`src/rtl/pc_fetch_sequencer.sv`:
```
// PC register and fetch FSM for the word-addressed miniRISC core.
// Issues a read to a 1-cycle BRAM, registers the result and presents it to decode.
module pc_fetch_sequencer #(
  parameter int                  PC_WIDTH    = 32,
  parameter int                  INSTR_WIDTH = 32,
  parameter logic [PC_WIDTH-1:0] RESET_PC    = '0
) (
  input  logic                   clk,
  input  logic                   rst,
  output logic [PC_WIDTH-1:0]    pc,
  input  logic [PC_WIDTH-1:0]    pc_plus1,
  output logic                   imem_en,
  output logic [PC_WIDTH-1:0]    imem_addr,
  input  logic [INSTR_WIDTH-1:0] imem_data,
  output logic [INSTR_WIDTH-1:0] instr,
  output logic [PC_WIDTH-1:0]    instr_pc,
  output logic                   instr_valid,
  input  logic                   instr_ready,
  input  logic                   branch_taken,
  input  logic [PC_WIDTH-1:0]    branch_target,
  input  logic                   halt,
  output logic                   halted,
  output logic [31:0]            fetch_count
);

  typedef enum logic [1:0] {REQ, RESP, HOLD, HALTED} state_t;

  state_t state, nxt;
  logic   hs;

  assign hs        = (state == HOLD) & instr_ready;
  assign imem_addr = pc;

  always_ff @(posedge clk) begin
    if (!rst) state <= REQ;
    else      state <= nxt;
  end

  // Redirect wins over any handshake; HALTED only leaves through reset.
  always_comb begin
    nxt = state;
    case (state)
      REQ:     nxt = branch_taken ? REQ : RESP;
      RESP:    nxt = branch_taken ? REQ : HOLD;
      HOLD: begin
        if (branch_taken) nxt = REQ;
        else if (hs)      nxt = halt ? HALTED : REQ;
      end
      HALTED:  nxt = HALTED;
      default: nxt = REQ;
    endcase
  end

  always_comb begin
    imem_en     = 1'b0;
    instr_valid = 1'b0;
    halted      = 1'b0;
    case (state)
      REQ:     imem_en     = 1'b1;
      HOLD:    instr_valid = 1'b1;
      HALTED:  halted      = 1'b1;
      default: ;
    endcase
  end

  always_ff @(posedge clk) begin
    if (!rst) begin
      pc          <= RESET_PC;
      instr       <= '0;
      instr_pc    <= '0;
      fetch_count <= '0;
    end else begin
      case (state)
        REQ: if (branch_taken) pc <= branch_target;
        RESP: begin
          if (branch_taken) pc <= branch_target;
          else begin
            instr    <= imem_data;
            instr_pc <= pc;
          end
        end
        HOLD: begin
          if (branch_taken) pc <= branch_target;
          else if (hs) begin
            fetch_count <= fetch_count + 32'd1;
            if (!halt) pc <= pc_plus1;
          end
        end
        default: ;
      endcase
    end
  end

endmodule
```
`config.mk`:
```
export PLATFORM = sky130hd
export DESIGN_NAME = pc_fetch_sequencer
export DESIGN_NICKNAME = d
export VERILOG_FILES = /design/src/rtl/pc_fetch_sequencer.sv
export SDC_FILE = /design/constraint.sdc
export NUM_CORES = 1
export LEC_CHECK = 0
export ABC_AREA = 1
export CAP_MARGIN = 25
export CORE_MARGIN = 2
export CORE_UTILIZATION = 45
export DETAILED_ROUTE_END_ITERATION = 12
export PLACE_DENSITY = 0.86
export SYNTH_ARGS = -nofsm -noshare
export SYNTH_HDL_FRONTEND = slang
export SYNTH_SLANG_ARGS = --single-unit
```
`constraint.sdc`:
```
create_clock -name clk -period 2.25 [get_ports clk]
set_input_delay 0.45 -clock clk [delete_from_list [all_inputs] [get_ports clk]]
set_output_delay 0.45 -clock clk [all_outputs]
set_load 0.02 [all_outputs]
```
==> impl_metrics.prom, run 1 <==
# TYPE chip_impl_metric gauge
chip_impl_info{name="status",value="finished, final reports clean"} 1
chip_impl_metric{name="worstSkewPairLatency",unit="ps"} 410
chip_impl_metric{name="post_synth_instance_area",unit="sq um"} 5900
chip_impl_metric{name="power_dens_cells",unit="nW/um^2"} 707
chip_impl_metric{name="avgRoutedWirePerCell",unit="um"} 14.5
chip_impl_metric{name="global_route.usage.total",unit="%"} 26.2
chip_impl_metric{name="post-cts-setup-buffer-count",unit=""} 0
chip_impl_metric{name="io_buffer_count",unit=""} 263
chip_impl_metric{name="max_capacitance_violation_count",unit=""} 0
chip_impl_metric{name="areaGrowthSynthToFinish",unit="%"} 54.5
chip_impl_info{name="setup.worst_path.class",value="reg -> out"} 1
chip_impl_metric{name="irDropWorstVdd",unit="V"} 0.000424
chip_impl_metric{name="period_needed",unit="ps"} 2120
chip_impl_metric{name="clock.fmax",unit="GHz"} 0.472
chip_impl_metric{name="post-route-drc-count",unit=""} 0
chip_impl_metric{name="clk_pin_slew",unit="ps"} 60
chip_impl_metric{name="cp_slowest_stage_delay",unit="ps"} 650
chip_impl_metric{name="worst_setup_slack_before_clock_tree_synthesis",unit="ps"} 90.7
chip_impl_info{name="rsz0062_at_grt",value="false"} 1
chip_impl_metric{name="report.final.setup_viol",unit=""} 0
chip_impl_info{name="ys.flop_type",value="sky130_fd_sc_hd__dfxtp_1"} 1
chip_impl_metric{name="synth_cell_type_count",unit=""} 28
chip_impl_metric{name="cts_buffers",unit=""} 17
chip_impl_metric{name="drtAntennaViolNets",unit=""} 0
chip_impl_metric{name="cts_buffer_depth",unit=""} 2
chip_impl_info{name="synth_area_leaders",value="sky130_fd_sc_hd__dfxtp_1 (44%), sky130_fd_sc_hd__nor2_1 (16%), sky130_fd_sc_hd__nand2_1 (10%), sky130_fd_sc_hd__o21ai_0 (6.6%), sky130_fd_sc_hd__buf_4 (4.3%)"} 1
chip_impl_metric{name="num_vias",unit=""} 6318
chip_impl_metric{name="vias_per_cell",unit=""} 4.96
chip_impl_metric{name="grt_first_pass_wirelength",unit="mm"} 29.5
chip_impl_metric{name="syn_nets",unit=""} 963
chip_impl_metric{name="maximum_number_of_pins_on_one_net_before_global_route_repair",unit=""} 67
chip_impl_metric{name="fraction_of_layout_instances_using_a_drive_strength_above_1",unit="%"} 5.54
chip_impl_metric{name="core",unit="sq um"} 12700
chip_impl_metric{name="post_place_cell_area",unit="sq um"} 8520
chip_impl_info{name="yosys.cell_count.top_type",value="sky130_fd_sc_hd__nor2_1"} 1
chip_impl_metric{name="timing.final.max_slew_violations",unit=""} 0
chip_impl_metric{name="synth_top_area_share",unit="%"} 44.1
chip_impl_info{name="synth_area_leader_cell",value="sky130_fd_sc_hd__dfxtp_1"} 1
chip_impl_metric{name="reg2reg_slack",unit="ps"} 470
chip_impl_metric{name="worst_slew_pin_slew",unit="ps"} 445
chip_impl_info{name="cp_slowest_cell",value="sky130_fd_sc_hd__clkdlybuf4s50_1"} 1
chip_impl_metric{name="route.final.wire_length",unit="mm"} 18.5
chip_impl_metric{name="synth_sequential_area_ratio",unit="%"} 44.1
chip_impl_metric{name="placementRows",unit=""} 41
chip_impl_metric{name="drt_pass1_iterations",unit=""} 5
chip_impl_metric{name="synth-edff-count",unit=""} 0
chip_impl_metric{name="yosys_register_bits",unit=""} 130
chip_impl_metric{name="synthesis.instances",unit=""} 861
chip_impl_metric{name="power.static_leakage",unit="nW"} 3.55
chip_impl_metric{name="cts.sinks",unit=""} 130
chip_impl_metric{name="worst_clock_skew",unit="ps"} 5.46
chip_impl_metric{name="design_area",unit="sq um"} 9110
chip_impl_metric{name="global_route.overflow_total",unit=""} 0
chip_impl_metric{name="timing.final.crit_share",unit="%"} 94.2
chip_impl_info{name="endpoint_class_of_the_critical_path",value="primary output"} 1
chip_impl_metric{name="timing.final.hold_violations",unit=""} 0
chip_impl_metric{name="final_weighted_congestion_of_routability_driven_global_placement",unit=""} 0.862
chip_impl_metric{name="nets",unit=""} 1191
chip_impl_metric{name="setup_slack",unit="ps"} 130
chip_impl_metric{name="buffering_stage_count_on_the_worst_path_with_inverters_included",unit=""} 1
chip_impl_info{name="cp_top_family",value="buffers and inverters"} 1
chip_impl_metric{name="floorplan.die_area",unit="sq um"} 14000
chip_impl_info{name="clk_root_buffer_cell",value="sky130_fd_sc_hd__clkbuf_16"} 1
chip_impl_metric{name="die-width",unit="um"} 118
chip_impl_metric{name="cts_hold_buffers",unit=""} 0
chip_impl_metric{name="via_count_of_the_first_global_routing_pass",unit=""} 5930
chip_impl_metric{name="cts_resized",unit=""} 0
chip_impl_metric{name="syn-mean-instance-area",unit="sq um"} 6.85
chip_impl_metric{name="initial_utilization",unit="%"} 46.4
chip_impl_metric{name="ys_warn_count",unit=""} 0
chip_impl_metric{name="drt-initial-drc-count",unit=""} 378
chip_impl_metric{name="slew-limit-headroom",unit="%"} 70.2
chip_impl_info{name="crit_chain",value="nor2_1, clkdlybuf4s50_1"} 1
chip_impl_metric{name="critical_path.max_fanout",unit=""} 5
chip_impl_info{name="start_kind",value="register"} 1
chip_impl_metric{name="critical_path_rt",unit="ps"} 1800
chip_impl_metric{name="top_level_ports",unit=""} 264
chip_impl_metric{name="setup_total_negative_slack",unit="ps"} 0
chip_impl_info{name="tritoncts",value="yes"} 1
chip_impl_metric{name="synth_async_sr_flop_share",unit="%"} 0
chip_impl_metric{name="ctsHtreeMaxLevel",unit=""} 4
chip_impl_info{name="min_path_type",value="in -> reg"} 1
chip_impl_metric{name="place_hpwl",unit="mm"} 13.6
chip_impl_metric{name="grt_antenna_before_repair",unit=""} 0
chip_impl_metric{name="arrival",unit="ps"} 1670
chip_impl_metric{name="antennaDiodeCount",unit=""} 0
chip_impl_metric{name="chipHeight",unit="um"} 118
chip_impl_info{name="netlist_top_cells_count",value="sky130_fd_sc_hd__nor2_1 (254), sky130_fd_sc_hd__nand2_1 (163), sky130_fd_sc_hd__dfxtp_1 (130), sky130_fd_sc_hd__o21ai_0 (78), sky130_fd_sc_hd__inv_1 (50)"} 1
## layout by cell type, fill, tap and decap left out, types with 2 or more instances in the layout
master / Yosys / routed
sky130_fd_sc_hd__a21boi_0: 32 / 32
sky130_fd_sc_hd__inv_2: 2 / 2
sky130_fd_sc_hd__clkbuf_8: 0 / 4
sky130_fd_sc_hd__nor3_1: 10 / 10
sky130_fd_sc_hd__nand3_1: 29 / 29
sky130_fd_sc_hd__o21bai_1: 3 / 3
sky130_fd_sc_hd__clkbuf_16: 0 / 17
sky130_fd_sc_hd__clkdlybuf4s50_1: 0 / 262
sky130_fd_sc_hd__clkinvlp_4: 0 / 2
sky130_fd_sc_hd__nor2_4: 2 / 2
sky130_fd_sc_hd__clkbuf_1: 25 / 2
sky130_fd_sc_hd__o21ai_0: 78 / 78
sky130_fd_sc_hd__nor2_1: 254 / 254
sky130_fd_sc_hd__dfxtp_1: 130 / 129
sky130_fd_sc_hd__inv_1: 50 / 50
sky130_fd_sc_hd__a21oi_1: 15 / 15
sky130_fd_sc_hd__and2_1: 2 / 2
sky130_fd_sc_hd__nand4_1: 8 / 8
sky130_fd_sc_hd__clkinv_2: 0 / 4
sky130_fd_sc_hd__nand2_1: 163 / 162
sky130_fd_sc_hd__buf_4: 34 / 16
sky130_fd_sc_hd__buf_12: 0 / 5
sky130_fd_sc_hd__bufinv_16: 0 / 2
sky130_fd_sc_hd__nor3_4: 1 / 2
## report_power, final
part	switching, mW	total, mW	internal [mW]
clock network	0.991	2.73	1.74
logic	0.588	1.17	0.585
registers	0.103	2.54	2.43
total	1.68	6.44	4.76
## metrics by stage
stage / hold WS (ps) / power, mW / instances / utilization [%]
after floorplan: 561 / 3.19 / 861 / -
after global placement: 460 / 3.73 / 1242 / 67.0
after detailed placement: 469 / 3.76 / 1242 / 67.0
after CTS: 420 / 6.48 / 1274 / 71.6
after global routing: 445 / 6.70 / 1274 / 71.6
final: 441 / 6.44 / 1274 / 71.6
## registers in the layout, summed over array words and instances (netlist names)
| name | cells |
|---|---|
| instr_pc | 32 |
| state | 2 |
| instr | 32 |
| imem_addr | 32 |
| fetch_count | 32 |
## layer usage
metal	up-vias	wire, um	GRT usage [%]
met5	-	0	0
met4	0	520	10.7
met3	41	1540	7.38
met2	291	9170	46.4
met1	2842	7290	29.5
li1	3144	-	-
## final timing paths
check,from,to,cells past startpoint
worst max-delay path,state[1],imem_en,2
worst min-delay path,rst,fetch_count[8],3
worst max register to register,fetch_count[0],fetch_count[30],8
worst min register to register,instr_pc[10],instr_pc[10],2
## cell type report
| class | count | area (sq um) |
|---|---|---|
| repair buffers | 283 | 2840 |
| clock buffers | 23 | 488 |
| multi-input cells | 605 | 2660 |
| clock inverters | 9 | 104 |
| inverters | 52 | 195 |
| well taps | 172 | 215 |
| flip-flops and latches | 130 | 2600 |
| fillers | 1036 | 3610 |
## cell families (layout without fill, tap and decap cells)
| kind of cell | Yosys count | in the layout | synth area share [%] |
|---|---|---|---|
| compound gates | 130 | 130 | 12.5 |
| simple gates | 473 | 473 | 32.1 |
| fa+ha+maj | 1 | 1 | 0.212 |
| xor+xnor | 1 | 1 | 0.149 |
| buf+inv | 126 | 367 | 10.8 |
| flops | 130 | 130 | 44.1 |
## worst reg2reg max path, stage by stage (launching register included)
cell	delay (ps)
sky130_fd_sc_hd__dfxtp_1	400
sky130_fd_sc_hd__ha_1	220
sky130_fd_sc_hd__inv_1	70
sky130_fd_sc_hd__nor2_1	150
sky130_fd_sc_hd__nand3_1	110
sky130_fd_sc_hd__nor2_1	370
sky130_fd_sc_hd__nand3_1	160
sky130_fd_sc_hd__o21ai_1	150
sky130_fd_sc_hd__nor2_1	50
Note: power is estimated with default switching activity, not from simulation.
==> run 2, diff against run 1 <==
- ABC_AREA: 1 -> 0
- CORE_UTILIZATION: 45 -> 44
==> run 2 against run 1 <==
Combinational power down 23%. Core utilization up 1.6 points. Critical path type unchanged. Sequential power down 3%. Worst hold slack better by 8.0 ps. Via count down 13%. Largest power group unchanged. Final area down 3.1%. Synthesized cell count down 24%. Total power about the same.
==> impl_metrics.prom, run 2 <==
# TYPE chip_impl_metric gauge
chip_impl_metric{name="timing.final.hold_violations",unit=""} 0
chip_impl_metric{name="post-route-drc-count",unit=""} 0
chip_impl_info{name="setup.worst_path.class",value="reg -> out"} 1
chip_impl_metric{name="num_vias",unit=""} 5512
chip_impl_metric{name="critical_path_rt",unit="ps"} 1800
chip_impl_info{name="rsz0062_at_grt",value="false"} 1
chip_impl_metric{name="synth_async_sr_flop_share",unit="%"} 0
chip_impl_metric{name="power_dens_cells",unit="nW/um^2"} 730
chip_impl_metric{name="ctsHtreeMaxLevel",unit=""} 4
chip_impl_metric{name="power.static_leakage",unit="nW"} 3.04
chip_impl_metric{name="timing.final.max_slew_violations",unit=""} 0
chip_impl_metric{name="yosys_register_bits",unit=""} 130
chip_impl_metric{name="drt_pass1_iterations",unit=""} 5
chip_impl_metric{name="route.final.wire_length",unit="mm"} 17.3
chip_impl_metric{name="slew-limit-headroom",unit="%"} 70.1
chip_impl_metric{name="floorplan.die_area",unit="sq um"} 13400
chip_impl_metric{name="placementRows",unit=""} 40
chip_impl_metric{name="nets",unit=""} 985
chip_impl_info{name="ys.flop_type",value="sky130_fd_sc_hd__dfxtp_1"} 1
chip_impl_info{name="synth_area_leader_cell",value="sky130_fd_sc_hd__dfxtp_1"} 1
chip_impl_metric{name="cp_slowest_stage_delay",unit="ps"} 630
chip_impl_info{name="min_path_type",value="reg -> reg"} 1
chip_impl_metric{name="irDropWorstVdd",unit="V"} 0.000445
chip_impl_metric{name="top_level_ports",unit=""} 264
chip_impl_info{name="endpoint_class_of_the_critical_path",value="primary output"} 1
chip_impl_info{name="yosys.cell_count.top_type",value="sky130_fd_sc_hd__nand2_1"} 1
chip_impl_metric{name="clk_pin_slew",unit="ps"} 50
chip_impl_metric{name="drt-initial-drc-count",unit=""} 351
chip_impl_metric{name="dp.cells",unit=""} 1032
chip_impl_metric{name="synth_top_area_share",unit="%"} 47.5
chip_impl_info{name="clk_root_buffer_cell",value="sky130_fd_sc_hd__clkbuf_16"} 1
chip_impl_metric{name="die-width",unit="um"} 116
chip_impl_metric{name="critical_path.max_fanout",unit=""} 9
chip_impl_metric{name="worst_slew_pin_slew",unit="ps"} 449
chip_impl_metric{name="arrival",unit="ps"} 1690
chip_impl_metric{name="ys_warn_count",unit=""} 0
chip_impl_metric{name="synth-edff-count",unit=""} 0
chip_impl_metric{name="via_count_of_the_first_global_routing_pass",unit=""} 4965
chip_impl_metric{name="global_route.overflow_total",unit=""} 0
chip_impl_info{name="cp_top_family",value="buffers and inverters"} 1
chip_impl_metric{name="cts_buffers",unit=""} 17
chip_impl_info{name="cp_slowest_cell",value="sky130_fd_sc_hd__clkdlybuf4s50_1"} 1
chip_impl_metric{name="vias_per_cell",unit=""} 5.18
chip_impl_metric{name="io_buffer_count",unit=""} 263
chip_impl_metric{name="fillerInstances",unit=""} 893
chip_impl_info{name="synth_area_leaders",value="sky130_fd_sc_hd__dfxtp_1 (47%), sky130_fd_sc_hd__nand2_1 (9.9%), sky130_fd_sc_hd__a21oi_1 (7.7%), sky130_fd_sc_hd__mux2i_1 (6.6%), sky130_fd_sc_hd__a211oi_1 (4.4%)"} 1
chip_impl_info{name="tritoncts",value="yes"} 1
chip_impl_metric{name="period_needed",unit="ps"} 2140
chip_impl_metric{name="synth_sequential_area_ratio",unit="%"} 47.5
chip_impl_metric{name="place_hpwl",unit="mm"} 12.4
chip_impl_metric{name="avgRoutedWirePerCell",unit="um"} 16.3
chip_impl_metric{name="chipHeight",unit="um"} 116
chip_impl_info{name="crit_chain",value="nor2b_1, clkdlybuf4s50_1"} 1
chip_impl_metric{name="fraction_of_layout_instances_using_a_drive_strength_above_1",unit="%"} 6.58
chip_impl_metric{name="syn_nets",unit=""} 758
chip_impl_info{name="start_kind",value="register"} 1
chip_impl_info{name="status",value="finished, final reports clean"} 1
chip_impl_metric{name="report.power.total",unit="mW"} 6.45
chip_impl_metric{name="clock.fmax",unit="GHz"} 0.467
chip_impl_metric{name="post-cts-setup-buffer-count",unit=""} 0
chip_impl_metric{name="areaGrowthSynthToFinish",unit="%"} 61.2
chip_impl_metric{name="instances_no_fill",unit=""} 1064
chip_impl_metric{name="worst_clock_skew",unit="ps"} 6.59
chip_impl_metric{name="synth_cell_type_count",unit=""} 37
chip_impl_metric{name="max_capacitance_violation_count",unit=""} 0
chip_impl_info{name="netlist_top_cells_count",value="sky130_fd_sc_hd__nand2_1 (145), sky130_fd_sc_hd__dfxtp_1 (130), sky130_fd_sc_hd__a21oi_1 (84), sky130_fd_sc_hd__nor2_1 (43), sky130_fd_sc_hd__mux2i_1 (36)"} 1
chip_impl_metric{name="post_synth_instance_area",unit="sq um"} 5480
chip_impl_metric{name="report.final.setup_viol",unit=""} 0
chip_impl_metric{name="final_weighted_congestion_of_routability_driven_global_placement",unit=""} 0.854
chip_impl_metric{name="core",unit="sq um"} 12100
chip_impl_metric{name="maximum_number_of_pins_on_one_net_before_global_route_repair",unit=""} 96
chip_impl_metric{name="cts.sinks",unit=""} 130
chip_impl_metric{name="worstSkewPairLatency",unit="ps"} 410
chip_impl_metric{name="timing.final.crit_share",unit="%"} 95.2
chip_impl_metric{name="initial_utilization",unit="%"} 45.4
chip_impl_metric{name="cts_buffer_depth",unit=""} 2
chip_impl_metric{name="antennaDiodeCount",unit=""} 0
chip_impl_metric{name="grt_antenna_before_repair",unit=""} 0
chip_impl_metric{name="buffering_stage_count_on_the_worst_path_with_inverters_included",unit=""} 1
chip_impl_metric{name="drtAntennaViolNets",unit=""} 0
chip_impl_metric{name="global_route.usage.total",unit="%"} 25.0
chip_impl_info{name="mostFrequentLayoutCell",value="sky130_fd_sc_hd__clkdlybuf4s50_1"} 1
chip_impl_metric{name="synthesis.instances",unit=""} 656
chip_impl_info{name="layout.cells.most_common_list",value="sky130_fd_sc_hd__clkdlybuf4s50_1 (262), sky130_fd_sc_hd__nand2_1 (145), sky130_fd_sc_hd__dfxtp_1 (130)"} 1
chip_impl_metric{name="grt_first_pass_wirelength",unit="mm"} 25.7
chip_impl_metric{name="syn-mean-instance-area",unit="sq um"} 8.35
-- run 2: cell types whose count changed in the layout (fill, tap and decap cells not counted), moves of 14 or more --
cell                       previous run  this run
sky130_fd_sc_hd__a211oi_1             0        32
sky130_fd_sc_hd__a21boi_0            32         0
sky130_fd_sc_hd__a21oi_1             15        83
sky130_fd_sc_hd__inv_1               50         4
sky130_fd_sc_hd__mux2i_1              0        36
sky130_fd_sc_hd__nand2_1            162       145
sky130_fd_sc_hd__nand3_1             29        12
sky130_fd_sc_hd__nor2_1             254        42
sky130_fd_sc_hd__o21ai_0             78         7
sky130_fd_sc_hd__or4_1                0        14
-- run 2: repair_timing --
item                                   in CTS  in global routing
hold buffers                                0                  0
setup endpoints to repair                   0                  1
endpoints found under the hold margin       0                  0
resized for setup                           0                  1
-- run 2: where the power goes --
part	leakage (nW)	switching, mW	internal, mW
registers	1.06	0.0824	2.39
clock network	0.321	0.978	2.10
logic	1.66	0.429	0.470
total	3.04	1.49	4.96
-- run 2: final timing paths --
check / startpoint / to / slack, ps / cells past startpoint
max: state[1] / instr_valid / 110 / 2
min: instr[0] / instr[0] / 450 / 2
max reg2reg: fetch_count[10] / fetch_count[25] / 210 / 4
min reg2reg: instr[0] / instr[0] / 450 / 2
-- run 2: stage by stage --
step                      hold WS (ps)  area, sq um  setup TNS [ps]  util (%)  setup WS (ps)
after CTS                          453         8830               0      73.2           3.18
after global placement             441         8170            -267      67.7           -119
after global routing               466         8830               0      73.2           73.7
after detailed placement           446         8170            -620      67.7           -150
final                              449         8830               0      73.2            108
after floorplan                    535         5480               0         -            269
-- run 2: tightest hold or removal path, delay by kind of cell, from the launching register on --
kind               cells  cell delay, ps
AOI/OAI and AO/OA      1              50
DFF                    1             300
and+or+nand+nor        1              50
-- run 2: metal layers --
layer	global-route usage [%]	vias to the layer above	share of wire (%)
li1	-	2706	-
met1	29.8	2513	40
met2	40.4	248	48
met3	7.90	45	8.2
met4	12.9	0	3.8
met5	0	-	0
-- run 2: logic make-up (layout without fill, tap and decap cells) --
family	after synthesis	after routing	share of synthesized area, %
AND/OR/NAND/NOR	263	263	21.9
AO/OA/AOI/OAI	136	136	14.5
flip-flops	130	130	47.5
buffers and inverters	81	321	7.86
multiplexers	36	36	6.58
XOR/XNOR	9	9	1.44
adder cells (fa/ha/maj)	1	1	0.228
-- run 2: area by class of cell --
type	count	area [sq um]	share of cell area, %
Clock buffer	21	450	5.10
Clock inverter	11	208	2.35
Inverter	5	20.0	0.227
Multi-Input combinational cell	445	2470	28.0
Sequential cell	130	2600	29.5
Tap cell	168	210	2.38
Timing Repair Buffer	284	2870	32.5
